--- src/rtl/round_timer.sv ---
// Boxing round/rest countdown sequencer: BCD M:SS display, round counter and bell,
// advanced by rising edges of the divider's slow tick, all on clkin.
module round_timer #(
    parameter int ROUND_TIME = 180,
    parameter int REST_TIME  = 60,
    parameter int NUM_ROUNDS = 3,
    parameter int BELL_LEN   = 4
) (
    input  logic       clkin,
    input  logic       rst,
    input  logic       tick_in,
    input  logic       start,
    input  logic       pause,
    output logic [3:0] min_bcd,
    output logic [3:0] sec_tens,
    output logic [3:0] sec_ones,
    output logic [3:0] round_num,
    output logic [1:0] phase,
    output logic       paused,
    output logic       bell,
    output logic       done
);

    localparam int BW = (BELL_LEN < 2) ? 1 : $clog2(BELL_LEN + 1);

    localparam logic [3:0] RND_M = 4'(ROUND_TIME / 60);
    localparam logic [3:0] RND_T = 4'((ROUND_TIME % 60) / 10);
    localparam logic [3:0] RND_O = 4'(ROUND_TIME % 10);
    localparam logic [3:0] RST_M = 4'(REST_TIME / 60);
    localparam logic [3:0] RST_T = 4'((REST_TIME % 60) / 10);
    localparam logic [3:0] RST_O = 4'(REST_TIME % 10);
    localparam logic [3:0] LAST  = 4'(NUM_ROUNDS);

    typedef enum logic [1:0] {
        IDLE  = 2'b00,
        FIGHT = 2'b01,
        REST  = 2'b10,
        DONE  = 2'b11
    } phase_t;

    phase_t        state, state_nx;
    logic [3:0]    min_nx, tens_nx, ones_nx, round_nx;
    logic          paused_nx;
    logic          ring;
    logic          tick_q;
    logic          tick_e;
    logic          time_zero;
    logic [BW-1:0] bell_cnt;

    // One-second BCD decrement of {minutes, tens, ones} with borrow chain.
    function automatic logic [11:0] bcd_dec(input logic [3:0] m, input logic [3:0] t,
                                            input logic [3:0] o);
        logic [3:0] mo, to, oo;
        mo = m;
        to = t;
        oo = o;
        if (o != 4'd0) begin
            oo = o - 4'd1;
        end else begin
            oo = 4'd9;
            if (t != 4'd0) begin
                to = t - 4'd1;
            end else begin
                to = 4'd5;
                mo = m - 4'd1;
            end
        end
        return {mo, to, oo};
    endfunction

    assign tick_e    = tick_in & ~tick_q;
    assign time_zero = (min_bcd == 4'd0) && (sec_tens == 4'd0) && (sec_ones == 4'd0);

    always_comb begin
        state_nx  = state;
        min_nx    = min_bcd;
        tens_nx   = sec_tens;
        ones_nx   = sec_ones;
        round_nx  = round_num;
        paused_nx = paused;
        ring      = 1'b0;
        case (state)
            IDLE: begin
                if (start) begin
                    state_nx = FIGHT;
                    ring     = 1'b1;
                end
            end
            FIGHT, REST: begin
                if (pause) paused_nx = ~paused;
                // The tick is gated by the paused value held before this cycle's toggle.
                if (tick_e && !paused) begin
                    if (!time_zero) begin
                        {min_nx, tens_nx, ones_nx} = bcd_dec(min_bcd, sec_tens, sec_ones);
                    end else if (state == FIGHT && round_num == LAST) begin
                        state_nx  = DONE;
                        paused_nx = 1'b0;
                        ring      = 1'b1;
                    end else if (state == FIGHT) begin
                        state_nx = REST;
                        {min_nx, tens_nx, ones_nx} = {RST_M, RST_T, RST_O};
                        ring     = 1'b1;
                    end else begin
                        state_nx = FIGHT;
                        round_nx = round_num + 4'd1;
                        {min_nx, tens_nx, ones_nx} = {RND_M, RND_T, RND_O};
                        ring     = 1'b1;
                    end
                end
            end
            DONE: begin
                if (start) begin
                    state_nx = IDLE;
                    round_nx = 4'd1;
                    {min_nx, tens_nx, ones_nx} = {RND_M, RND_T, RND_O};
                end
            end
            default: state_nx = IDLE;
        endcase
    end

    always_ff @(posedge clkin) begin
        if (!rst) begin
            state     <= IDLE;
            min_bcd   <= RND_M;
            sec_tens  <= RND_T;
            sec_ones  <= RND_O;
            round_num <= 4'd1;
            paused    <= 1'b0;
            tick_q    <= 1'b1;
            bell_cnt  <= '0;
        end else begin
            state     <= state_nx;
            min_bcd   <= min_nx;
            sec_tens  <= tens_nx;
            sec_ones  <= ones_nx;
            round_num <= round_nx;
            paused    <= paused_nx;
            tick_q    <= tick_in;
            if (ring) bell_cnt <= BW'(BELL_LEN);
            else if (bell_cnt != '0) bell_cnt <= bell_cnt - BW'(1);
        end
    end

    assign phase = state;
    assign bell  = (bell_cnt != '0);
    assign done  = (state == DONE);

endmodule

--- config.mk ---
export PLATFORM = sky130hd
export DESIGN_NAME = round_timer
export DESIGN_NICKNAME = d
export VERILOG_FILES = /design/src/rtl/round_timer.sv
export SDC_FILE = /design/constraint.sdc
export NUM_CORES = 1
export LEC_CHECK = 0
export ABC_AREA = 1
export CORE_MARGIN = 2
export CORE_UTILIZATION = 46
export CTS_CLUSTER_DIAMETER = 100
export DETAILED_ROUTE_END_ITERATION = 10
export HOLD_SLACK_MARGIN = 0.05
export PLACE_DENSITY_LB_ADDON = 0.15
export SYNTH_ARGS = -nofsm -noshare
export SYNTH_HDL_FRONTEND = slang
export SYNTH_SLANG_ARGS = --single-unit
--- constraint.sdc ---
create_clock -name clkin -period 3.8 [get_ports clkin]
set_input_delay 0.57 -clock clkin [delete_from_list [all_inputs] [get_ports clkin]]
set_output_delay 0.57 -clock clkin [all_outputs]
set_load 0.02 [all_outputs]
# --- Word-level counts from Yosys, hierarchy flattened ---
# Index checks and enable logic that the tools add are counted.
word_totals:
  wordCells: 94
  regBits: 23
  inputBits: 5
  out_inout_bits: 21
op_classes:
  eq_ne: 13
  reduce_logical: 21
  n_bitwise: 4
  addsub: 5
  n_mux: 42
op_table:
  columns: ["cell", "count"]
  rows:
  - ["2-to-1 mux 4 bit", 20]
  - ["case mux 4 bit (2 select lines)", 4]
  - ["2-to-1 mux 2 bit", 7]
  - ["zero test 4 bit", 3]
  - ["!= test 2 bit (second input constant)", 6]
  - ["AND reduction 6 bit", 2]
  - ["subtractor 4 x 1 -> 4 bit (second input constant)", 3]
  - ["!= test 3 bit (second input constant)", 3]
  - ["AND reduction 4 bit", 2]
  - ["nonzero test 4 bit", 2]
  - ["2-to-1 mux 1 bit", 7]
  - ["2-to-1 mux 3 bit", 2]
  - ["case mux 2 bit (3 select lines)", 1]
  - ["AND reduction 5 bit", 1]
  - ["adder 4 x 1 -> 4 bit (second input constant)", 1]
  - ["equality test 2 bit (second input constant)", 2]
  - ["equality test 4 x 2 -> 1 bit (second input constant)", 1]
  - ["logical AND 1 bit", 4]
  - ["nonzero test 2 bit", 2]
  - ["OR reduction 2 bit", 2]
  - ["NOT 1 bit", 3]
  - ["nonzero test 3 bit", 1]
  - ["subtractor 3 x 1 -> 3 bit (second input constant)", 1]
  - ["equality test 2 x 1 -> 1 bit (second input constant)", 1]
  - ["4 further kinds", 4]

# --- Logic depth before layout (Yosys ltp) ---
# Gate-level depths: netlist (run 1).
depth:
  ltp_word: 7
  ltp_mapped: 11
  ltp_nobuf: 11

# --- Worst setup path before layout (run 1) ---
# No wires, ideal clock.
synth_path:
  kind: "flip-flop to flip-flop"
  startpoint: "reg state[0], in the netlist phase[0]"
  endpoint: "reg sec_tens[0]"
  path_slack_ns: 2.041
  n_path_buf: 1
  stages_incl_launch_ff: 9
  required_time_ns: 3.687
  t_arrival_ns: 1.646
  synth_period_minus_slack_ns: 1.759
  cell_sequence: "dfxtp_1 > inv_1 > ha_1 > buf_6 > nor2_2 > a21oi_4 > nand4_4 > nor2_1 > nor2_1"
synth_between:
  elab_chain_len: 4
synth_lines:
  columns: ["item", "line_no", "source"]
  rows:
  - ["from (decl)", "41", "phase_t state, state_nx;"]
  - ["from (signal assigned)", "133", "state <= state_nx;"]
  - ["equality test 2 x 1 -> 1 bit or equality test 2 bit (tied branches)", "82, 95", null]
  - ["OR reduction 2 bit or logical AND 1 bit (tied branches)", "82, 95", null]
  - ["!= test 3 bit (no line) (tied with other cells)", null, null]
  - ["AND reduction 5 bit (no line)", null, null]
  - ["to (signal assigned)", "135", "sec_tens <= tens_nx;"]
  - ["to (decl)", "15", "output logic [3:0] sec_tens,"]
# Parallel ways exist; a longest one is shown, timed or not.
# A chain may end at the register's enable or synchronous reset.

# --- Final worst setup path (run 1) ---
layout_path:
  startpoint: "reg state[0], in the netlist phase[0]"
  endpoint: "out done"
layout_between:
  elab_chain_len: 1
layout_lines:
  columns: ["item", "line_no", "source"]
  rows:
  - ["equality test 2 bit", "147", "assign done = (state == DONE);"]
  - ["to (decl)", "21", "output logic done"]
# No other way between the ends.

==> results.toml, run 1 <==
[layout]
areaGrowthSynthToFinish_pct = 19.6
fillers = 347
layout_commonest_cell = "nand2_1"
drive_gt1_share_pct = 14.7
antennaDiodeCount = 0
final_cell_mix = "40 x nand2_1, 25 x clkdlybuf4s50_1, 23 x inv_1, 23 x dfxtp_1, 21 x nor2_1"
fin_cells = 284
nNetsFinal = 257

[critical_path]
cp_top_family = "buffers and inverters"
r2r_start = "phase[0]"
path_max_fanout = 12
reg2reg_to = "sec_tens[0]"
crit_end = "done"
critPathBufInv = 1
crit_arrival_ps = 1980
cp_slowest_cell = "clkdlybuf4s50_1"
critPathLaunch = "phase[0]"
worstSetupPathType = "reg -> out"
start_kind = "flip-flop"
end_kind = "output pin"
cp.depth = 2
required_ps = 3230
r2r_slack_ps = 1810
cpPeakStageDelay_ps = 710
r2r_cells = 8
crit_path_cell_trace = "ha_1 -> clkdlybuf4s50_1"

[grt]
grt_util_met1_pct = 24.3
grt_max_degree = 14
top_usage_layer = "met2"
grt_usage_pct = 17.0
grt_pass1_wl_um = 5560
grt_pass1_vias = 1230
use_met2_pct = 27.3
grtUsageMet3_pct = 2.36
antenna_found_initial = 0
gr-total-overflow = 0

[sta]
setup_viol = 0
min_period_ps = 2550
fin_setup_tns_ps = 0
finalClockSkew_ps = 9.23
fin_crit_sh_pct = 67.0
fmax_mhz = 393
holdWs_ps = 495
rsz0062_at_grt = "false"
hold_viol = 0
fin_ws_ps = 1250
drv_slew = 0
slew_headroom_pct = 64.2
worstMarginPinSlew_ps = 536

[die]
die_area_mm2 = 0.00389
dieHeight_um = 62.4
core_area_mm2 = 0.00331
start_util_pct = 47.3
core.rowCount = 21
die_w_um = 62.4
io_pins = 26

[power_and_ir_drop]
ir_worst_vdd_mv = 0.386
power_leakage_nw = 0.858
powerDensity_mw_per_mm2 = 798

[clock_network]
cts_tree = "yes"
path_clk_slew_ps = 140
post_cts_buffers = 0
cts_buffers = 3
cts_hold_buf = 0
worst_skew_pair.late_latency_ps = 320
clock_path_buffers = 2
cts_root_buf = "clkbuf_4"
cts-resized-gates = 0
clock_sinks = 23
htreeDepth = 1

[route]
drc_errors = 0
routed_wl_um = 3140
drt-initial-drc-count = 35
vias = 1371
routed_via_density = 4.83
first_pass_iters = 4
ant_nets = 0
wl_per_cell_um = 11.0

[logic_synthesis]
yosysTopAreaCell = "dfxtp_1"
syn_area_mm2 = 0.00157
synth_edf_count = 0
netlist_instances = 212
synth_xor_area_share_pct = 2.80
ys_seq_area_share_pct = 29.4
synth_top_area_share_pct = 29.4
muxShareOfSynthArea_pct = 0
yosysWarnings = 0
synth_area_per_cell_um2 = 7.39
synth_area_leaders = "dfxtp_1 29%, ha_1 10%, nand2_1 9.6%"
synth_compound_area_share_pct = 13.0
synth_top_family_by_area = "simple AND/OR/NAND/NOR gates"
synth_cell_type_count = 33
synth_ff_type = "dfxtp_1"
async_flop_share_pct = 0
ys_ff_latch = 23
syn-num-nets = 230
synthAdderAreaFrac_pct = 10.4
synthSimpleGateAreaFrac_pct = 35.5

[placement]
pre_cts_ws_ps = 1460
gp_congestion = 0.812
dp_cells = 280
port_buffers = 25
dp_hpwl_um = 2370

[min_path]
min_path_type = "reg -> reg"

[job]
max_cap_violations = 0

[run_status]
status = "completed"
## worst reg2reg max path: stages, from the launching register on
cell and delay, ps:
dfxtp_1 430, inv_1 80, ha_1 550, nor2_2 140
a21oi_4 310, nand4_4 190, nand2_1 90, nand2_1 50
nor2_1 90
## cell families (layout without fill, tap and decap cells)
group | Yosys count | count (layout)
simple gates | 105 | 105
compound gates | 33 | 33
buf+inv | 33 | 59
flops | 23 | 23
fa+ha+maj | 13 | 13
xor+xnor | 5 | 5
## final cells by class
type | count | area, um2 | share of cell area [%]
multi-input combinational | 156 | 966 | 51.5
sequential | 23 | 460 | 24.6
timing repair buffer | 25 | 250 | 13.4
inverter | 30 | 113 | 6.01
tap | 46 | 57.6 | 3.07
clock buffer | 3 | 22.5 | 1.20
clock inverter | 1 | 5.00 | 0.267
## report_power, final
part           switching [mW]  internal (mW)  total, mW  leakage (nW)
registers              0.0612          0.312      0.373         0.189
logic                   0.617          0.389       1.01         0.651
clock network          0.0784         0.0394      0.118        0.0177
## cells in the mapped netlist (3+ instances only)
| library cell | number |
|---|---|
| dfxtp_1 | 23 |
| nand4_1 | 5 |
| nand2_2 | 5 |
| xor2_1 | 4 |
| a21oi_1 | 18 |
| ha_1 | 13 |
| nor2_2 | 4 |
| inv_1 | 23 |
| nand3_1 | 16 |
| nand2_1 | 40 |
| nor2_1 | 21 |
| inv_2 | 6 |
| o21ai_0 | 3 |
| o21ai_1 | 6 |
## per-layer routing
layer | routed length [um] | vias up
met1 | 1630 | 603
met5 | 0 | -
li1 | - | 742
met4 | 35 | 0
met3 | 96 | 5
met2 | 1370 | 21
## worst min path at each step
| stage | start | to | slack [ps] | cells past startpoint |
|---|---|---|---|---|
| floorplan | bell_cnt[1] | bell_cnt[1] | 470 | 2 |
| global placement | sec_ones[1] | sec_ones[1] | 470 | 2 |
| detailed placement | sec_ones[1] | sec_ones[1] | 470 | 2 |
| CTS | sec_ones[1] | sec_ones[1] | 500 | 2 |
| global route | sec_ones[1] | sec_ones[1] | 520 | 2 |
| finish | sec_ones[1] | sec_ones[1] | 500 | 2 |
## sequential cells by signal (all words and copies together), names as in the netlist
| register | flops |
|---|---|
| phase | 2 |
| tick_q | 1 |
| sec_tens | 4 |
| bell_cnt | 3 |
| min_bcd | 4 |
| round_num | 4 |
| sec_ones | 4 |
| paused | 1 |
## through the flow
step	utilization (%)	instance area (um2)	power, mW
2_1_floorplan	-	1570	1.14
3_3_place_gp	55.8	1850	1.38
3_5_place_dp	55.8	1850	1.38
4_1_cts	56.6	1870	1.50
5_1_grt	56.6	1870	1.64
6_report	56.6	1870	1.50
No activity file was read; power rests on OpenSTA's default activity.
==> run 2: changes to the inputs <==
Clock period 3.8 ns to 2.35 ns, I/O delays scaled along.
==> run 2 against run 1 <==
Compared with the run above:
- hold slack lost 2.1 ps
- clock power grew 67%
- flip-flop and latch count unchanged
- routed wire length grew 0.80%
- worst setup slack worse by 1100 ps
- core utilization rose by 0.68 points
- critical path depth rose by 3
- via count about the same
- sequential power increased by 63%
- design area is 1.2% higher
- die area unchanged
- critical path type unchanged
- critical endpoint is now bell
==> results.toml, run 2 (synthesis gave the netlist of run 1 again) <==
[grt]
grt_usage_pct = 18.0
antenna_found_initial = 0
grt_pass1_wl_um = 5740
gr-total-overflow = 0
grt_pass1_vias = 1292
grt_max_degree = 14

[die]
dieHeight_um = 62.4
core_area_mm2 = 0.00331
core.rowCount = 21
start_util_pct = 47.3
io_pins = 26
die_w_um = 62.4
die_area_mm2 = 0.00389

[clock_network]
cts_tree = "yes"
worst_skew_pair.late_latency_ps = 330
post_cts_buffers = 0
cts_root_buf = "clkbuf_4"
clock_path_buffers = 2
cts_buffers = 3
cts_hold_buf = 0
cts-resized-gates = 0
clock_sinks = 23
htreeDepth = 1
path_clk_slew_ps = 140

[route]
routed_via_density = 4.78
drc_errors = 0
wl_per_cell_um = 11.0
drt-initial-drc-count = 54
ant_nets = 0
routed_wl_um = 3160
vias = 1372
first_pass_iters = 4

[sta]
drv_slew = 0
setup_viol = 0
fin_crit_sh_pct = 94.6
fin_setup_tns_ps = 0
rsz0062_at_grt = "false"
fmax_mhz = 450
fin_ws_ps = 127
slew_headroom_pct = 73.4
hold_viol = 0
finalClockSkew_ps = 2.08
min_period_ps = 2220
holdWs_ps = 493
worstMarginPinSlew_ps = 398

[power_and_ir_drop]
power_leakage_nw = 0.873
intPower_mw = 1.20
switchingPower_mw = 1.22
totalPowerFinal_mw = 2.42
seqPwrFrac_pct = 25.1
p_clk_share_pct = 8.1
powerDensity_mw_per_mm2 = 1280
comb_power_share_pct = 66.7
ir_worst_vdd_mv = 0.549
switching_share_pct = 50.4

[placement]
dp_cells = 283
gp_congestion = 0.862
pre_cts_ws_ps = 426
port_buffers = 25
dp_hpwl_um = 2440
dpl_cell_area_mm2 = 0.00187

[critical_path]
end_kind = "output pin"
crit_arrival_ps = 1870
path_max_fanout = 6
required_ps = 2000
worstSetupPathType = "reg -> out"
start_kind = "flip-flop"

[layout]
antennaDiodeCount = 0
postLayoutCoreUtil_pct = 57.3
nNetsFinal = 260
final_cell_mix = "40 x nand2_1, 25 x clkdlybuf4s50_1, 23 x inv_1, 23 x dfxtp_1, 21 x nor2_1"
fin_cells = 287
drive_gt1_share_pct = 15.8
design_area_mm2 = 0.00190
layout_commonest_cell = "nand2_1"
areaGrowthSynthToFinish_pct = 21.1

[min_path]
min_path_type = "reg -> reg"

[run_status]
status = "completed"

[job]
max_cap_violations = 0
## run 2: cell count changes in the layout (fill, tap and decap cells not counted)
cell	previous run	this run
buf_4	0	3
## run 2: power groups by stage
stage	Clock, mW	Combinational (mW)	Sequential (mW)
final	0.197	1.62	0.608
after global routing	0.218	1.83	0.629
after CTS	0.202	1.63	0.609
after detailed placement	0	1.62	0.618
after global placement	0	1.61	0.612
after floorplan	0	1.15	0.704
## run 2: routing by layer
layer  vias to the layer above  GRT usage, %  routed length (um)
met5                         -             0                   0
li1                        749             -                   -
met3                         5          2.17                  93
met4                         0          6.67                  53
met1                       599          25.2                1650
met2                        19          28.5                1360
## run 2: critical path: stages, from the launching register on
cell	delay [ps]
dfxtp_1	370
inv_1	50
ha_1	200
ha_1	250
inv_1	80
clkdlybuf4s50_1	590
## run 2: path summary, 6_finish.rpt
| path | startpoint | to | slack, ps | depth (start not counted) |
|---|---|---|---|---|
| worst min-delay path | sec_ones[1] | sec_ones[1] | 490 | 2 |
| worst max-delay path | bell_cnt[0] | bell | 130 | 5 |
| worst max register to register | phase[0] | sec_tens[1] | 370 | 7 |
| worst min register to register | sec_ones[1] | sec_ones[1] | 490 | 2 |
## run 2: final cells by class
cell class	instances	area, um2
inverter	30	113
tap	46	57.6
sequential	23	460
fill	358	1410
timing repair buffer	28	273
clock buffer	3	22.5
multi-input combinational	156	966
clock inverter	1	5.00
==> run 3: changes to the inputs <==
Settings changed: REMOVE_ABC_BUFFERS set to 1.
==> run 3 against run 2 <==
Compared with the run above:
- sequential share of layout area barely moved
- worst setup slack improved by 42 ps
- total power fell by 0.34%
- count of clock-buffer cells in the layout rose by 1
- first-iteration DRC count fell by 52%
- clock power fell by 4%
- via count rose by 0.66%
- combinational power barely moved
- largest power group unchanged
==> results.toml, run 3 (synthesis gave the netlist of run 1 again) <==
[clock_network]
htreeDepth = 1
cts_root_buf = "clkbuf_4"
cts_hold_buf = 0
clock_path_buffers = 2
path_clk_slew_ps = 130
post_cts_buffers = 0
cts-resized-gates = 0
cts_tree = "yes"
clock_sinks = 23
cts_buffers = 3
worst_skew_pair.late_latency_ps = 310

[critical_path]
r2r_cells = 7
r2r_slack_ps = 430
reg2reg_to = "sec_tens[1]"
r2r_start = "phase[0]"
critPathLaunch = "bell_cnt[0]"
path_max_fanout = 6
crit_end = "bell"
start_kind = "flip-flop"
end_kind = "output pin"
worstSetupPathType = "reg -> out"
crit_arrival_ps = 1830
required_ps = 2000

[sta]
rsz0062_at_grt = "false"
fmax_mhz = 459
setup_viol = 0
worstMarginPinSlew_ps = 404
min_period_ps = 2180
fin_crit_sh_pct = 92.8
fin_ws_ps = 169
hold_viol = 0
finalClockSkew_ps = 6.48
drv_slew = 0
slew_headroom_pct = 73.0
fin_setup_tns_ps = 0

[power_and_ir_drop]
totalPowerFinal_mw = 2.41
powerDensity_mw_per_mm2 = 1270
p_clk_share_pct = 7.8
comb_power_share_pct = 67.2
intPower_mw = 1.20
switchingPower_mw = 1.21
switching_share_pct = 50.1
seqPwrFrac_pct = 25.0
ir_worst_vdd_mv = 0.610
power_leakage_nw = 0.871

[route]
first_pass_iters = 4
vias = 1381
ant_nets = 0
routed_via_density = 4.81
drc_errors = 0
wl_per_cell_um = 10.9
drt-initial-drc-count = 26
routed_wl_um = 3140

[die]
io_pins = 26
core.rowCount = 21
start_util_pct = 47.3
core_area_mm2 = 0.00331
die_area_mm2 = 0.00389
dieHeight_um = 62.4
die_w_um = 62.4

[grt]
grt_pass1_vias = 1213
grt_usage_pct = 17.6
gr-total-overflow = 0
grt_max_degree = 14
grt_pass1_wl_um = 5640
antenna_found_initial = 0

[layout]
areaGrowthSynthToFinish_pct = 21.0
final_cell_mix = "40 x nand2_1, 25 x clkdlybuf4s50_1, 23 x inv_1, 23 x dfxtp_1, 21 x nor2_1"
postLayoutCoreUtil_pct = 57.3
layout_commonest_cell = "nand2_1"
drive_gt1_share_pct = 15.4
design_area_mm2 = 0.00190
nNetsFinal = 260
antennaDiodeCount = 0

[min_path]
min_path_type = "reg -> reg"

[run_status]
status = "completed"

[placement]
gp_congestion = 0.814
dp_hpwl_um = 2440
pre_cts_ws_ps = 450
dpl_cell_area_mm2 = 0.00187
port_buffers = 25

[job]
max_cap_violations = 0
-- run 3: per-layer routing --
layer | part of all wire [%] | vias to the layer above | GRT usage, %
met3 | 3.3 | 4 | 2.72
met5 | 0 | - | 0
met4 | 0.86 | 0 | 5.00
li1 | - | 748 | -
met2 | 45 | 20 | 28.0
met1 | 50 | 609 | 24.8
-- run 3: power groups by stage --
stage / clock network, mW / logic, mW / registers, mW
after floorplan: 0 / 1.12 / 0.704
after global placement: 0 / 1.61 / 0.612
after detailed placement: 0 / 1.62 / 0.614
after CTS: 0.197 / 1.63 / 0.605
after global routing: 0.219 / 1.82 / 0.624
final: 0.189 / 1.62 / 0.603
-- run 3: worst min-delay path by stage --
stage                     depth (start not counted)          end  slack (ps)         from
after floorplan                                   1   min_bcd[0]         440          rst
after global placement                            2  sec_ones[1]         470  sec_ones[1]
after detailed placement                          2  sec_ones[1]         480  sec_ones[1]
after CTS                                         2  sec_ones[1]         500  sec_ones[1]
after global routing                              2  sec_ones[1]         510  sec_ones[1]
final                                             2  sec_ones[1]         500  sec_ones[1]
-- run 3: area by class of cell --
| class | count | area (um2) |
|---|---|---|
| Inverter | 30 | 113 |
| Multi-Input combinational cell | 156 | 966 |
| Sequential cell | 23 | 460 |
| Timing Repair Buffer | 28 | 273 |
| Tap cell | 46 | 57.6 |
| Fill cell | 346 | 1420 |
| Clock buffer | 4 | 26.3 |
-- run 3: metrics by stage --
step	hold WS, ps	std cells
CTS	499	287
global route	512	287
global placement	472	283
finish	504	287
detailed placement	476	283
floorplan	437	209
-- run 3: worst max-delay path: stages, from the launching register on --
cell,delay (ps)
dfxtp_1,360
inv_1,50
ha_1,200
ha_1,250
inv_1,70
clkdlybuf4s50_1,590
==> RTL edit (config.mk and constraints of run 3) <==
Register the inputs `tick_in`, `start` and `pause` before use. The logic sees them one clock later.
--- a/src/rtl/round_timer.sv
+++ b/src/rtl/round_timer.sv
@@ -39,4 +39,14 @@
     } phase_t;
 
+    logic tick_r;
+    logic start_q;
+    logic pause_q;
+
+    always_ff @(posedge clkin) begin
+        tick_r  <= tick_in;
+        start_q <= start;
+        pause_q <= pause;
+    end
+
     phase_t        state, state_nx;
     logic [3:0]    min_nx, tens_nx, ones_nx, round_nx;
@@ -69,5 +79,5 @@
     endfunction
 
-    assign tick_e    = tick_in & ~tick_q;
+    assign tick_e    = tick_r & ~tick_q;
     assign time_zero = (min_bcd == 4'd0) && (sec_tens == 4'd0) && (sec_ones == 4'd0);
 
@@ -82,5 +92,5 @@
         case (state)
             IDLE: begin
-                if (start) begin
+                if (start_q) begin
                     state_nx = FIGHT;
                     ring     = 1'b1;
@@ -88,5 +98,5 @@
             end
             FIGHT, REST: begin
-                if (pause) paused_nx = ~paused;
+                if (pause_q) paused_nx = ~paused;
                 // The tick is gated by the paused value held before this cycle's toggle.
                 if (tick_e && !paused) begin
@@ -110,5 +120,5 @@
             end
             DONE: begin
-                if (start) begin
+                if (start_q) begin
                     state_nx = IDLE;
                     round_nx = 4'd1;
@@ -137,5 +147,5 @@
             round_num <= round_nx;
             paused    <= paused_nx;
-            tick_q    <= tick_in;
+            tick_q    <= tick_r;
             if (ring) bell_cnt <= BW'(BELL_LEN);
             else if (bell_cnt != '0) bell_cnt <= bell_cnt - BW'(1);
Formal check against the unedited RTL: not equivalent (a bounded check fails within 4 cycles, from zero or initial values and one cycle with rst low).
==> RTL edit against run 3 <==
Worst hold slack worse by 0.051 ns; setup slack worse by 0.047 ns; wire length rose by 1.8%; largest cell class unchanged; non-clock buffer count is 1 lower; cell area rose by 1.1%; total power grew 23%; synthesized cell count grew 3.8%; via count grew 1.6%; sequential cell count increased by 3; highest routed layer unchanged; synthesized area fell by 1.0%; sequential power up 24%.
==> RTL edit: results (changes against run 3) <==
- Placed standard-cell area: 1861 µm² (-0.47%)
- Placer Congestion: 0.7733 (-5.0%)
- Result of the run: complete, no violations
- Number of distinct library cell variants in the gate-level netlist after synthesis: 26 (-21%)
- Data arrival time of the critical path: 1.87 ns (+0.04 ns)
- Pre-CTS WS: 0.3936 ns (-0.05649 ns)
- Detailed-placement wirelength estimate: 2420 µm (-0.64%)
- Total number of vias: 1403 (+1.6%)
- Worst supply voltage drop on vdd: 745.9 µV (+22%)
- Top cells by count, synth: sky130_fd_sc_hd__nand2_1 (48), sky130_fd_sc_hd__inv_1 (28), sky130_fd_sc_hd__dfxtp_1 (26), sky130_fd_sc_hd__nor2_1 (26)
- Fin Setup TNS: 0 ns (unchanged)
- Vias in the first global route: 1267 (+4.5%)
- Global-route usage over all layers: 18.57% (+0.96 points)
- Crit Path Max Fanout: 8 (+2)
- Maximum single-stage delay on the critical path: 0.67 ns (+0.08 ns)
- First-pass GRT wire length: 5375 µm (-4.8%)
- # fillers: 327 (-5.5%)
- Routed wire per std cell: 10.88 µm (-0.58%)
- P_leak: 0.0009380 µW (+7.8%)
- Final net count: 268 (+3.1%)
- Worst-skew pair later-pin latency: 0.33 ns (+0.02 ns)
- Maximum clock skew at final layout: 0.01580 ns (+0.009324 ns)
- Hold WC Path Type: in -> reg
- Cell types with the largest area share after synthesis: sky130_fd_sc_hd__dfxtp_1 (34%), sky130_fd_sc_hd__nand2_1 (12%), sky130_fd_sc_hd__ha_1 (11%)
- Transition time at the pin with the least slew margin: 0.3718 ns (-0.03224 ns)
- Largest net degree at the start of global routing: 16 (+2)
- Fraction of layout cells with a size suffix above 1: 8.871% (-6.5 points)
- Kind of cell adding the most delay to the critical path: buffers and inverters
- Initial DRC count: 29 (+12%)
-- RTL edit: report_power, final --
group	switching (µW)	leakage, µW	internal [µW]
Clock	144	0.0000279	172
Sequential	148	0.000214	598
Combinational	1150	0.000696	763
Total	1440	0.000938	1530
-- RTL edit: metal layers --
| layer | track usage (%) | vias up | routed length [µm] |
|---|---|---|---|
| li1 | - | 754 | - |
| met1 | 24.37 | 625 | 1601 |
| met2 | 32.14 | 19 | 1475 |
| met3 | 1.863 | 5 | 85 |
| met4 | 5.471 | 0 | 38 |
| met5 | 0 | - | 0 |
-- RTL edit: layout make-up --
type	instances	area, µm²	area share [%]
multi-input combinational	159	897.1	46.83
sequential	26	520.5	27.17
timing repair buffer	27	267.8	13.98
inverter	32	120.1	6.270
tap	46	57.56	3.005
clock inverter	1	30.03	1.568
clock buffer	3	22.52	1.176
-- RTL edit: final timing paths --
| kind | start | to | slack [ns] | depth (start not counted) |
|---|---|---|---|---|
| worst max register to register | phase[0]$_SDFFE_PN0P_ | round_num[0]$_SDFFE_PN1P_ | 0.36 | 9 |
| worst max-delay path | phase[0]$_SDFFE_PN0P_ | done | 0.12 | 2 |
| worst min-delay path | tick_in | tick_r$_DFF_P_ | 0.45 | 1 |
| worst min register to register | tick_r$_DFF_P_ | tick_q$_SDFF_PN1_ | 0.46 | 1 |
-- RTL edit: cell families (layout without fill, tap and decap cells) --
family	after synthesis	in the layout	synth area share (%)
compound gates	31	31	11.06
flops	26	26	33.58
xor+xnor	4	4	2.260
simple gates	110	110	33.25
fa+ha+maj	14	14	11.30
buf+inv	35	63	8.555
-- RTL edit: stage by stage --
stage / hold slack [ns] / cells
after floorplan: 0.3802 / 217
after global placement: 0.4280 / 290
after detailed placement: 0.4273 / 290
after CTS: 0.4439 / 294
after global routing: 0.4415 / 294
final: 0.4529 / 294
